## src/rtl/div_unit_multi.sv

```systemverilog
// Multi-cycle integer divider for the execution stage.
// Retires BITS_PER_CYCLE quotient bits per iteration using chained restoring
// steps, and returns either the quotient or the remainder. One operation is in
// flight at a time, with valid/ready handshakes toward the reservation station
// and the CDB arbiter.
module div_unit_multi #(
  parameter int RS_ID_WIDTH    = 5,
  parameter int WIDTH          = 32,
  parameter int BITS_PER_CYCLE = 1
) (
  input  logic                   clk,
  input  logic                   rst,
  input  logic                   input_valid,
  output logic                   input_ready,
  input  logic [RS_ID_WIDTH-1:0] rs_id_in,
  input  logic [4:0]             result_reg_addr_in,
  input  logic [WIDTH-1:0]       op1,
  input  logic [WIDTH-1:0]       op2,
  input  logic                   div_signed,
  input  logic                   want_remainder,
  input  logic                   alter_OV,
  input  logic                   alter_CR0,
  output logic                   output_valid,
  input  logic                   output_ready,
  output logic [RS_ID_WIDTH-1:0] rs_id_out,
  output logic [4:0]             result_reg_addr_out,
  output logic [WIDTH-1:0]       result,
  output logic                   ov,
  output logic                   ov_valid,
  output logic                   cr0_valid
);

  localparam int ITERS = WIDTH / BITS_PER_CYCLE;
  localparam int CW    = $clog2(ITERS + 1);
  localparam logic [CW-1:0]    LAST    = CW'(ITERS - 1);
  localparam logic [WIDTH-1:0] MIN_VAL = {1'b1, {(WIDTH-1){1'b0}}};

  typedef enum logic [1:0] {IDLE, PREP, ITER, DONE} state_t;

  state_t state, state_next;

  logic [WIDTH-1:0]       dvd_r;
  logic [WIDTH-1:0]       dvs_r;
  logic [WIDTH-1:0]       quo_r;
  logic [WIDTH:0]         acc_r;
  logic [WIDTH-1:0]       res_r;
  logic [CW-1:0]          cnt_r;
  logic                   sgn_r;
  logic                   rem_r;
  logic                   qneg_r;
  logic                   rneg_r;
  logic                   ov_r;
  logic                   aov_r;
  logic                   acr_r;
  logic [RS_ID_WIDTH-1:0] rs_id_r;
  logic [4:0]             addr_r;

  logic                   accept;
  logic                   dvd_neg;
  logic                   dvs_neg;
  logic [WIDTH-1:0]       dvd_mag;
  logic [WIDTH-1:0]       dvs_mag;
  logic                   exc;
  logic [WIDTH:0]         acc_step;
  logic [WIDTH-1:0]       quo_step;
  logic [WIDTH-1:0]       quo_sel;
  logic [WIDTH-1:0]       rem_sel;

  assign input_ready = (state == IDLE) | ((state == DONE) & output_ready);
  assign accept      = input_valid & input_ready;

  // Operand signs and magnitudes, used during PREP; dvs_r still holds the raw
  // divisor in that cycle and is overwritten with its magnitude at PREP exit.
  assign dvd_neg = sgn_r & dvd_r[WIDTH-1];
  assign dvs_neg = sgn_r & dvs_r[WIDTH-1];
  assign dvd_mag = dvd_neg ? (~dvd_r + 1'b1) : dvd_r;
  assign dvs_mag = dvs_neg ? (~dvs_r + 1'b1) : dvs_r;
  assign exc     = (dvs_r == '0) | (sgn_r & (dvd_r == MIN_VAL) & (dvs_r == '1));

  // One iteration cycle: BITS_PER_CYCLE chained shift/compare/subtract steps.
  always_comb begin
    logic [WIDTH:0]   a;
    logic [WIDTH-1:0] q;
    a = acc_r;
    q = quo_r;
    for (int i = 0; i < BITS_PER_CYCLE; i++) begin
      a = {a[WIDTH-1:0], q[WIDTH-1]};
      q = {q[WIDTH-2:0], 1'b0};
      if (a >= {1'b0, dvs_r}) begin
        a    = a - {1'b0, dvs_r};
        q[0] = 1'b1;
      end
    end
    acc_step = a;
    quo_step = q;
  end

  // Apply the recorded signs to the values produced by the final iteration.
  assign quo_sel = qneg_r ? (~quo_step + 1'b1) : quo_step;
  assign rem_sel = rneg_r ? (~acc_step[WIDTH-1:0] + 1'b1) : acc_step[WIDTH-1:0];

  // State register.
  always_ff @(posedge clk) begin
    if (rst) state <= IDLE;
    else     state <= state_next;
  end

  // Next-state selection; DONE can hand straight over to PREP on a new accept.
  always_comb begin
    state_next = state;
    case (state)
      IDLE: if (input_valid) state_next = PREP;
      PREP: state_next = exc ? DONE : ITER;
      ITER: if (cnt_r == LAST) state_next = DONE;
      DONE: if (output_ready) state_next = input_valid ? PREP : IDLE;
      default: state_next = IDLE;
    endcase
  end

  // Operand capture, sign preparation, iteration and result latching.
  always_ff @(posedge clk) begin
    if (rst) begin
      dvd_r   <= '0;
      dvs_r   <= '0;
      quo_r   <= '0;
      acc_r   <= '0;
      res_r   <= '0;
      cnt_r   <= '0;
      sgn_r   <= 1'b0;
      rem_r   <= 1'b0;
      qneg_r  <= 1'b0;
      rneg_r  <= 1'b0;
      ov_r    <= 1'b0;
      aov_r   <= 1'b0;
      acr_r   <= 1'b0;
      rs_id_r <= '0;
      addr_r  <= '0;
    end else begin
      if (accept) begin
        dvd_r   <= op1;
        dvs_r   <= op2;
        sgn_r   <= div_signed;
        rem_r   <= want_remainder;
        aov_r   <= alter_OV;
        acr_r   <= alter_CR0;
        rs_id_r <= rs_id_in;
        addr_r  <= result_reg_addr_in;
      end
      case (state)
        PREP: begin
          qneg_r <= dvd_neg ^ dvs_neg;
          rneg_r <= dvd_neg;
          if (exc) begin
            res_r <= '0;
            ov_r  <= 1'b1;
          end else begin
            ov_r  <= 1'b0;
            acc_r <= '0;
            quo_r <= dvd_mag;
            dvs_r <= dvs_mag;
            cnt_r <= '0;
          end
        end
        ITER: begin
          acc_r <= acc_step;
          quo_r <= quo_step;
          cnt_r <= cnt_r + 1'b1;
          if (cnt_r == LAST) res_r <= rem_r ? rem_sel : quo_sel;
        end
        default: ;
      endcase
    end
  end

  assign output_valid        = (state == DONE);
  assign rs_id_out           = rs_id_r;
  assign result_reg_addr_out = addr_r;
  assign result              = res_r;
  assign ov                  = ov_r;
  assign ov_valid            = aov_r;
  assign cr0_valid           = acr_r;

endmodule

```

## config.mk

```make
export PLATFORM = sky130hd
export DESIGN_NAME = div_unit_multi
export DESIGN_NICKNAME = d
export VERILOG_FILES = /design/src/rtl/div_unit_multi.sv
export SDC_FILE = /design/constraint.sdc
export NUM_CORES = 1
export LEC_CHECK = 0
export CORE_ASPECT_RATIO = 1.4
export CORE_MARGIN = 3
export CORE_UTILIZATION = 25
export CTS_CLUSTER_DIAMETER = 200
export CTS_CLUSTER_SIZE = 40
export DETAILED_ROUTE_END_ITERATION = 16
export DONT_BUFFER_PORTS = 1
export PLACE_DENSITY = 0.45
export SETUP_SLACK_MARGIN = 0.5
export SYNTH_ARGS = -nofsm -noshare
export SYNTH_HDL_FRONTEND = slang
export SYNTH_SLANG_ARGS = --single-unit
```

## constraint.sdc

```tcl
create_clock -name clk -period 5.1 [get_ports clk]
set_input_delay 1.02 -clock clk [delete_from_list [all_inputs] [get_ports clk]]
set_output_delay 1.02 -clock clk [all_outputs]
set_load 0.005 [all_outputs]
```

# Yosys cells after proc, flatten, opt, wreduce, memory -nomap -nowiden
# Cells that the tools add are included.
totals:
  ff_bits: 185
  out_inout_bits: 47
op_classes:
  n_addsub: 6
  n_lt_le_gt_ge: 1
  n_eq_ne: 12
  muxes: 26
  bitwise_logic: 13
  reduce_logical: 6
op_table:
  columns: ["cell", "count"]
  rows:
  - ["32-bit 2-to-1 mux", 13]
  - ["32-bit case mux with 2 select lines", 3]
  - ["32-bit by 1-bit adder with 32-bit output, second input constant", 4]
  - ["32-bit NOT", 4]
  - ["32-bit == test, second input constant", 2]
  - ["33-bit by 32-bit greater-or-equal comparator with 1-bit output", 1]
  - ["32-bit logical NOT", 1]
  - ["32-bit subtractor", 1]
  - ["6-bit case mux with 2 select lines", 1]
  - ["2-bit inequality test, second input constant", 4]
  - ["2-bit case mux with 4 select lines", 1]
  - ["6-bit by 1-bit adder with 6-bit output, second input constant", 1]
  - ["1-bit bitwise AND", 6]
  - ["6-bit by 5-bit == test with 1-bit output, second input constant", 1]
  - ["2-bit 2-to-1 mux", 3]
  - ["6-bit 2-to-1 mux", 1]
  - ["3-bit AND reduction", 2]
  - ["2-bit == test, second input constant", 2]
  - ["1-bit 2-to-1 mux", 4]
  - ["3-bit inequality test, second input constant", 1]
  - ["2-bit by 1-bit == test with 1-bit output, second input constant", 1]
  - ["2-bit logical NOT", 1]
  - ["2-bit by 1-bit inequality test with 1-bit output, second input constant", 1]
  - ["1-bit bitwise OR", 2]
  - ["3 further kinds", 3]

# Depth between registers and ports, before layout
# Gate-level depths: netlist (run 1).
logic_depth:
  depth_word: 8
  ltp_mapped: 25

# Worst setup path after synthesis (run 1)
# Ideal clock, no wire load.
synth_path:
  path_kind: "reg2reg"
  from: "register dvs_r[22]"
  to: "register res_r[30], in the netlist result[30]"
  setup_ps: 74
  arrival_time_ps: 5549
  t_required_ps: 5026
  slack_ps: -523
  path_stages_with_launch: 24
  n_path_buf: 4
  synth_period_minus_slack_ps: 5623
  cell_sequence: "dfxtp_1 > clkbuf_1 > inv_1 > ha_1 > a21o_1 > a311o_1 > a221o_1 > o31ai_1 > nand2_1 > clkinv_1 > buf_2 > buf_2 > buf_1 > ha_1 > nand3_1 > or2_2 > or2_2 > or4_1 > or4_1 > o21ai_0 > xnor2_1 > o221ai_1 > a21o_1 > a31oi_1"
synth_between:
  elab_chain_cells: 8
synth_rtl:
  columns: ["item", "line", "text"]
  rows:
  - ["start: declaration", "43", "logic [WIDTH-1:0] dvs_r;"]
  - ["start signal: assignment", "141", "dvs_r <= op2;"]
  - ["start signal: assignment", "160", "dvs_r <= dvs_mag;"]
  - ["32-bit subtractor / 33-bit by 32-bit greater-or-equal comparator with 1-bit output (equally long branches)", "90, 89", null]
  - ["32-bit 2-to-1 mux / 1-bit 2-to-1 mux (equally long branches)", "89", "if (a >= {1'b0, dvs_r}) begin"]
  - ["32-bit NOT, on equally long branches", "100, 99", null]
  - ["32-bit by 1-bit adder with 32-bit output, on equally long branches", "100, 99", null]
  - ["32-bit 2-to-1 mux, on equally long branches", "100, 99", null]
  - ["32-bit 2-to-1 mux (2 in a row)", "168", "if (cnt_r == LAST) res_r <= rem_r ? rem_sel : quo_sel;"]
  - ["32-bit case mux with 2 select lines", "149", "case (state)"]
  - ["end signal: assignment", "168", null]
  - ["end: declaration", "46", "logic [WIDTH-1:0] res_r;"]
# Several ways; a longest one is shown, not always the timed one. The select of a mux whose other input is x is not followed.
# A chain may end at the register's enable or synchronous reset.

# Worst setup path in the final report (run 1)
layout_path:
  from: "register acc_r[21]"
  to: "register res_r[28], in the netlist result[28]"
layout_between:
  elab_chain_cells: 8
layout_rtl:
  columns: ["item", "line", "text"]
  rows:
  - ["start: declaration", "45", "logic [WIDTH:0] acc_r;"]
  - ["start signal: assignment", "165", "acc_r <= acc_step;"]
  - ["32-bit subtractor / 33-bit by 32-bit greater-or-equal comparator with 1-bit output (equally long branches)", "90, 89", null]
  - ["32-bit 2-to-1 mux / 1-bit 2-to-1 mux (equally long branches)", "89", null]
  - ["32-bit NOT, on equally long branches", "100, 99", null]
  - ["32-bit by 1-bit adder with 32-bit output, on equally long branches", "100, 99", null]
  - ["32-bit 2-to-1 mux, on equally long branches", "100, 99", null]
  - ["32-bit 2-to-1 mux (*) (2 in a row)", "168", null]
  - ["32-bit case mux with 2 select lines (*)", "149", null]
# Every way passes the cells marked *; elsewhere a longest branch is shown, timed or not. The select of a mux whose other input is x is not followed.

==> flow_summary_export.csv, run 1 <==
group,metric,value,unit
clocking,cts_buffer_depth,2,
logic_synthesis,netlist_instances,1741,
timing,finalSetupViolations,0,
route,vias_per_cell,5.32,
setup_path,worstPathRequired,5.46,ns
timing,fin_tns_setup,0,ns
worst_hold_path,min_from,"rs_id_out[1]",
logic_synthesis,synth_area,12600,µm²
logic_synthesis,synth-seq-cells,185,
final_layout,fin_nets,1862,
timing,fin_crit_sh,0.892,
route,firstDrtPassIters,7,
logic_synthesis,synthesis.nets,1867,
clocking,cts_buffers,17,
run_status,status,"finished, final reports clean",
route,drt-initial-drc-count,943,
logic_synthesis,synth-main-ff-cell,"dfxtp_1",
setup_path,rr_startpoint,"acc_r[21]",
logic_synthesis,synth.distinct_cells,79,
placed_design,port_buffers,0,
clocking,clk_latency,0.48,ns
timing,finalHoldViolations,0,
clocking,cts.clk_slew.worst_paths,0.08,ns
clocking,cts_sinks,185,
final_layout,areaGrowthSynthToFinish,15.8,%
logic_synthesis,yosys_warnings,0,
route,wl_per_cell,20.4,µm
die,die_w,195,µm
setup_path,crit_fanout,6,
setup_path,rrSetupSlack,0.55,ns
setup_path,crit_type,"reg -> reg",
timing,clock-skew-final,0.0108,ns
clocking,ctsHoldBuffers,0,
placed_design,post-dp-hpwl,37500,µm
setup_path,crit_arrival,4.90,ns
power_and_ir_drop,p_leak,5.31,nW
route,drc,0,
final_layout,diodes,0,
grt,overflow,0,
timing,drv_slew,0,
power_and_ir_drop,ir_drop,0.514,mV
final_layout,design_area,14500,µm²
clocking,cts_root_buffer,"clkbuf_16",
timing,rsz0062_at_grt,"true",
grt,antenna_found_initial,1,
die,initial_core_util,0.254,
flow_run,cap_violations,0,
route,num_vias,12682,
die,io_pins,129,
die,die_h,271,µm
timing,worst_slew_pin_slew,1.20,ns
clocking,ctsHtreeMaxLevel,4,
placed_design,place_congestion,0.873,
setup_path,cp-start-kind,"register",
timing,period_minus_slack,4.55,ns
logic_synthesis,ys_seq_area_frac,0.295,
die,dieArea,53000,µm²
power_and_ir_drop,powerDensity,851,nW/µm²
die,core_region_area,49400,µm²
grt,grt_max_degree,169,
clocking,tritoncts,"done",
route,postRouteAntennaNets,0,
placed_design,placed_area,13500,µm²
route,finalWirelength,48600,µm
logic_synthesis,async_flop_share,0,
setup_path,crit_path_end_kind,"register",
grt,globalRouteTotalUtil,0.180,
logic_synthesis,synth-edff-count,0,
worst_hold_path,hp-class,"reg -> reg",
setup_path,cp-startpoint,"acc_r[21]",
grt,grt_pass1_wl,74700,µm
die,rows,96,
logic_synthesis,postSynthAreaPerCell,7.21,µm²
timing,fmax,0.220,GHz
grt,grt_pass1_vias,12316,
final_layout,drive_above_1_share,0.117,
timing,slew_headroom,0.199,
[cell families (layout without fill, tap and decap cells)]
kind of cell / Yosys count / count (layout) / share of synthesized area
mux: 17 / 17 / 0.0137
flops: 185 / 185 / 0.295
buf+inv: 161 / 169 / 0.0493
simple gates: 704 / 704 / 0.259
xor+xnor: 100 / 100 / 0.0698
compound gates: 530 / 530 / 0.269
fa+ha+maj: 44 / 44 / 0.0445
[layout by cell type, fill, tap and decap left out, types with 9 or more instances in the layout]
| cell type | netlist | routed |
|---|---|---|
| dfxtp_2 | 0 | 9 |
| a21oi_1 | 171 | 166 |
| o41ai_1 | 10 | 10 |
| a21o_1 | 9 | 9 |
| xor2_1 | 40 | 40 |
| nand2_1 | 274 | 271 |
| a221oi_1 | 19 | 19 |
| buf_4 | 0 | 75 |
| nor2_1 | 188 | 188 |
| nand2b_1 | 12 | 10 |
| o21ai_0 | 118 | 110 |
| or3_1 | 24 | 24 |
| xnor2_1 | 60 | 60 |
| dfxtp_1 | 185 | 172 |
| a211oi_1 | 23 | 21 |
| nand4_1 | 20 | 20 |
| o31ai_1 | 23 | 21 |
| mux2i_1 | 16 | 16 |
| and2_1 | 17 | 15 |
| ha_1 | 43 | 28 |
| nor3_1 | 52 | 50 |
| nor4_1 | 27 | 26 |
| o21a_1 | 10 | 10 |
| nand3_1 | 23 | 22 |
| a31oi_1 | 15 | 15 |
| clkbuf_16 | 0 | 17 |
| ha_2 | 0 | 10 |
| inv_1 | 57 | 54 |
| or4_1 | 17 | 14 |
| a22oi_1 | 40 | 39 |
| o211ai_1 | 12 | 12 |
[final timing paths]
check	endpoint	depth (start not counted)
hold / removal	rs_id_out[1]	2
setup / recovery	result[28]	18
setup reg to reg	result[28]	18
hold reg to reg	rs_id_out[1]	2
[synth_stat cells, drive strengths merged (4+ instances only)]
cell / instances / area (µm²)
nand2: 275 / 1030
nor2: 188 / 706
dfxtp: 185 / 3700
a21oi: 171 / 856
o21ai: 123 / 616
clkbuf: 85 / 319
xnor2: 60 / 526
inv: 57 / 214
nor3: 53 / 270
ha: 43 / 538
a22oi: 40 / 300
xor2: 40 / 350
nor4: 29 / 194
o31ai: 25 / 198
or3: 24 / 150
a211oi: 23 / 173
nand3: 23 / 115
nand4: 20 / 125
a221oi: 19 / 166
or4: 19 / 150
and2: 17 / 106
buf: 17 / 78.8
mux2i: 16 / 160
a31oi: 15 / 93.8
nand2b: 12 / 75.1
o211ai: 12 / 90.1
o41ai: 11 / 104
o21a: 10 / 75.1
a21o: 9 / 67.6
nor3b: 8 / 60.1
or2: 8 / 50.1
a2bb2oi: 7 / 61.3
and3: 7 / 43.8
nor2b: 6 / 37.5
o21bai: 6 / 45.0
o31a: 6 / 52.6
a311oi: 5 / 43.8
a2111oi: 4 / 35.0
a22o: 4 / 35.0
nand3b: 4 / 30.0
o2111ai: 4 / 35.0
o211a: 4 / 40.0
[critical path, cell delays in order (launching register included)]
cell	delay, ns
dfxtp_4	0.37
ha_4	0.24
a21o_1	0.20
a311o_1	0.33
a221o_1	0.37
o31ai_4	0.39
nand2_4	0.16
clkinv_4	0.08
ha_4	0.14
nand3_4	0.06
or2_4	0.28
or2_4	0.24
or4_4	0.43
or4_4	0.47
o21ai_2	0.16
xor2_1	0.17
o22ai_1	0.09
a22oi_1	0.17
o21ai_1	0.09
[layout make-up]
| type | instances | area (µm²) |
|---|---|---|
| fillers | 5397 | 34800 |
| inverters | 59 | 226 |
| well taps | 637 | 797 |
| clock inverters | 15 | 196 |
| repair buffers | 78 | 614 |
| clock buffers | 17 | 425 |
| multi-input cells | 1395 | 8550 |
| flip-flops and latches | 185 | 3730 |
[power by group]
group / internal [W] / switching, W / leakage, nW
Clock: 0.000715 / 0.000735 / 0.301
Sequential: 0.00166 / 0.000272 / 1.51
Combinational: 0.00337 / 0.00561 / 3.50
[per-stage QoR]
| stage | hold WS [ns] | cells | utilization | total power, W | setup slack, ns |
|---|---|---|---|---|---|
| 2_1_floorplan | 0.444 | 1741 | - | 0.00770 | 0.396 |
| 3_3_place_gp | 0.456 | 2336 | 0.274 | 0.0103 | 0.196 |
| 3_5_place_dp | 0.464 | 2336 | 0.274 | 0.0102 | 0.173 |
| 4_1_cts | 0.476 | 2376 | 0.290 | 0.0119 | 0.463 |
| 5_1_grt | 0.499 | 2386 | 0.295 | 0.0133 | 0.305 |
| 6_report | 0.473 | 2386 | 0.295 | 0.0124 | 0.550 |
[routing by layer]
metal  routed length, µm  track usage  vias up
li1                    -            -     6282
met1               20500        0.211     6043
met2               24600        0.325      294
met3                2300       0.0381       63
met4                1180       0.0573        0
met5                   0            0        -
[state kept, by name (all words and copies together) (netlist names)]
name / cells
dvs_r: 32
result_reg_addr_out: 5
cnt_r: 6
state: 2
qneg_r: 1
ov_valid: 1
result: 32
sgn_r: 1
rneg_r: 1
quo_r: 32
acc_r: 32
rs_id_out: 5
ov: 1
rem_r: 1
dvd_r: 32
cr0_valid: 1
[what timing repair did]
action | 4_1_cts | 5_1_grt
cloned | 0 | 0
pin swaps | 10 | 10
setup buffers | 8 | 10
gates resized for setup | 28 | 46
setup endpoints to repair | 10 | 38
Power figures use the tool's default switching activity.
==> run 2: changes to the inputs <==
- GPL_ROUTABILITY_DRIVEN: default -> 1
- GPL_TIMING_DRIVEN: default -> 1
- clock period: 5.1 -> 3.7 ns (I/O delays scaled with it)
==> run 2 against run 1 <==
The flow now finishes with violations (setup timing). Final area is 25% higher. Sequential share of layout area is 5.2 points lower. Final cell count is 13% higher. Largest cell class unchanged. Maximum frequency is 1.9% higher. Worst hold slack worse by 0.13 ns. Utilization is 7.4 points higher. First-iteration DRC count is 5.0% lower. Via count is 9.8% higher. Register-to-register slack worse by 1.3 ns. Critical endpoint is now result[26].
==> flow_summary_export.csv, run 2 (same netlist as run 1, synthesis figures left out) <==
group,metric,value,unit
grt,globalRouteTotalUtil,0.194,
placed_design,pre_cts_slack,-1.10,ns
die,initial_core_util,0.254,
setup_path,cpPeakStageDelay,0.46,ns
clocking,cts_buffer_depth,2,
route,wl_per_cell,20.0,µm
flow_run,cap_violations,0,
setup_path,r2r_cells,18,
route,drt-initial-drc-count,896,
worst_hold_path,hp-class,"in -> reg",
clocking,cts_root_buffer,"clkbuf_16",
route,finalWirelength,54100,µm
setup_path,crit_arrival,4.81,ns
die,io_pins,129,
timing,clock-skew-final,0.0178,ns
die,rows,96,
placed_design,placed_area,15800,µm²
final_layout,areaGrowthSynthToFinish,45.1,%
grt,overflow,0,
clocking,cts.clk_slew.worst_paths,0.08,ns
final_layout,finalNonFillerCells,2699,
route,postRouteAntennaNets,0,
timing,fin_crit_sh,1.21,
route,firstDrtPassIters,7,
clocking,ctsHtreeMaxLevel,4,
placed_design,place_inst,2614,
final_layout,design_area,18200,µm²
setup_path,worstPathRequired,4.05,ns
grt,antenna_found_initial,1,
final_layout,diodes,0,
die,die_w,195,µm
route,num_vias,13919,
timing,drv_slew,0,
final_layout,post-route-util,0.369,
timing,period_minus_slack,4.46,ns
die,dieArea,53000,µm²
clocking,clk_latency,0.47,ns
final_layout,layout.cells.most_common_list,"346 x buf_4, 259 x nand2_1, 180 x nor2_1, 175 x dfxtp_1, 159 x a21oi_1",
setup_path,rrSetupSlack,-0.76,ns
setup_path,r2r-end,"result[26]",
setup_path,worstPathCellList,"ha_4 > a21o_1 > a311o_1 > a221o_1 > o31ai_4 > nand2_2 > clkinv_4 > ha_4 > nand3_2 > or2_4 > or2_4 > or4_4 > or4_4 > buf_4 > o31ai_4 > xnor2_1 > a22oi_1 > o21ai_0",
final_layout,fin_nets,2175,
timing,fmax,0.224,GHz
run_status,failed_checks,"setup timing",
die,die_h,271,µm
grt,grt_pass1_wl,80400,µm
die,core_region_area,49400,µm²
setup_path,crit_fanout,3,
route,drc,0,
timing,setup_slack,-0.763,ns
clocking,cts_sinks,185,
final_layout,drive_above_1_share,0.312,
timing,finalSetupViolations,18,
timing,worst_slew_pin_slew,1.13,ns
clocking,ctsHoldBuffers,0,
placed_design,post-dp-hpwl,41400,µm
worst_hold_path,min_from,"rst",
setup_path,crit_path_end_kind,"register",
placed_design,port_buffers,0,
grt,grt_pass1_vias,13777,
clocking,tritoncts,"done",
timing,rsz0062_at_grt,"true",
grt,grt_max_degree,169,
setup_path,cp-start-kind,"register",
setup_path,rr_startpoint,"acc_r[21]",
clocking,cts_buffers,17,
final_layout,layout_commonest_cell,"buf_4",
route,vias_per_cell,5.16,
timing,finalHoldViolations,0,
run_status,status,"complete, but fails checks",
worst_hold_path,whs_path_depth,1,
setup_path,crit_type,"reg -> reg",
timing,slew_headroom,0.245,
setup_path,crit_slowest_cell,"or4_4",
worst_hold_path,min_to,"result_reg_addr_out[1]",
placed_design,place_congestion,0.898,
run 2: stage by stage:
step	hold slack, ns	setup TNS, ns
3_5_place_dp	0.463	-15.84
2_1_floorplan	0.443	-7.25
6_report	0.342	-7.59
3_3_place_gp	0.459	-16.46
5_1_grt	0.322	-10.83
4_1_cts	0.310	-8.97
run 2: how the worst max path moves through the flow:
stage | startpoint | to | slack (ns) | cells past startpoint
after floorplan | dvs_r[22] | result[30] | -1.00 | 23
after global placement | dvs_r[20] | result[28] | -1.09 | 20
after detailed placement | dvs_r[20] | result[26] | -1.10 | 20
after CTS | dvs_r[22] | result[30] | -0.76 | 19
after global routing | dvs_r[22] | result[28] | -0.92 | 19
final | acc_r[21] | result[26] | -0.76 | 18
run 2: repair_timing:
item,4_1_cts,5_1_grt
gates cloned,0,3
resized for setup,124,162
buffers inserted,21,29
endpoints found under the hold margin,0,0
pin swaps,34,70
endpoints found under the setup margin,130,95
run 2: area by class of cell:
cell class	instances	area [µm²]
inverter	59	231
multi-input combinational	1395	9600
clock buffer	21	460
timing repair buffer	391	3250
tap	637	797
sequential	185	3720
clock inverter	11	159
fill	5150	31200
run 2: critical path: cells and delay by family (launching register included):
kind,cells,cell delay (ns)
compound gates,7,1.65
xor+xnor,1,0.09
buf+inv,2,0.26
fa+ha+maj,2,0.35
simple gates,6,1.62
flops,1,0.38
run 2: routing by layer:
layer / global-route usage / wire, µm / vias up
li1: - / - / 6900
met1: 0.219 / 22000 / 6703
met2: 0.364 / 29000 / 259
met3: 0.0340 / 1860 / 55
met4: 0.0618 / 1250 / 2
met5: 0 / 7 / -
Power of run 2 is left out: the tool's default activity adds up to more than one toggle a clock period on the data nets, which glitch-free logic cannot reach.
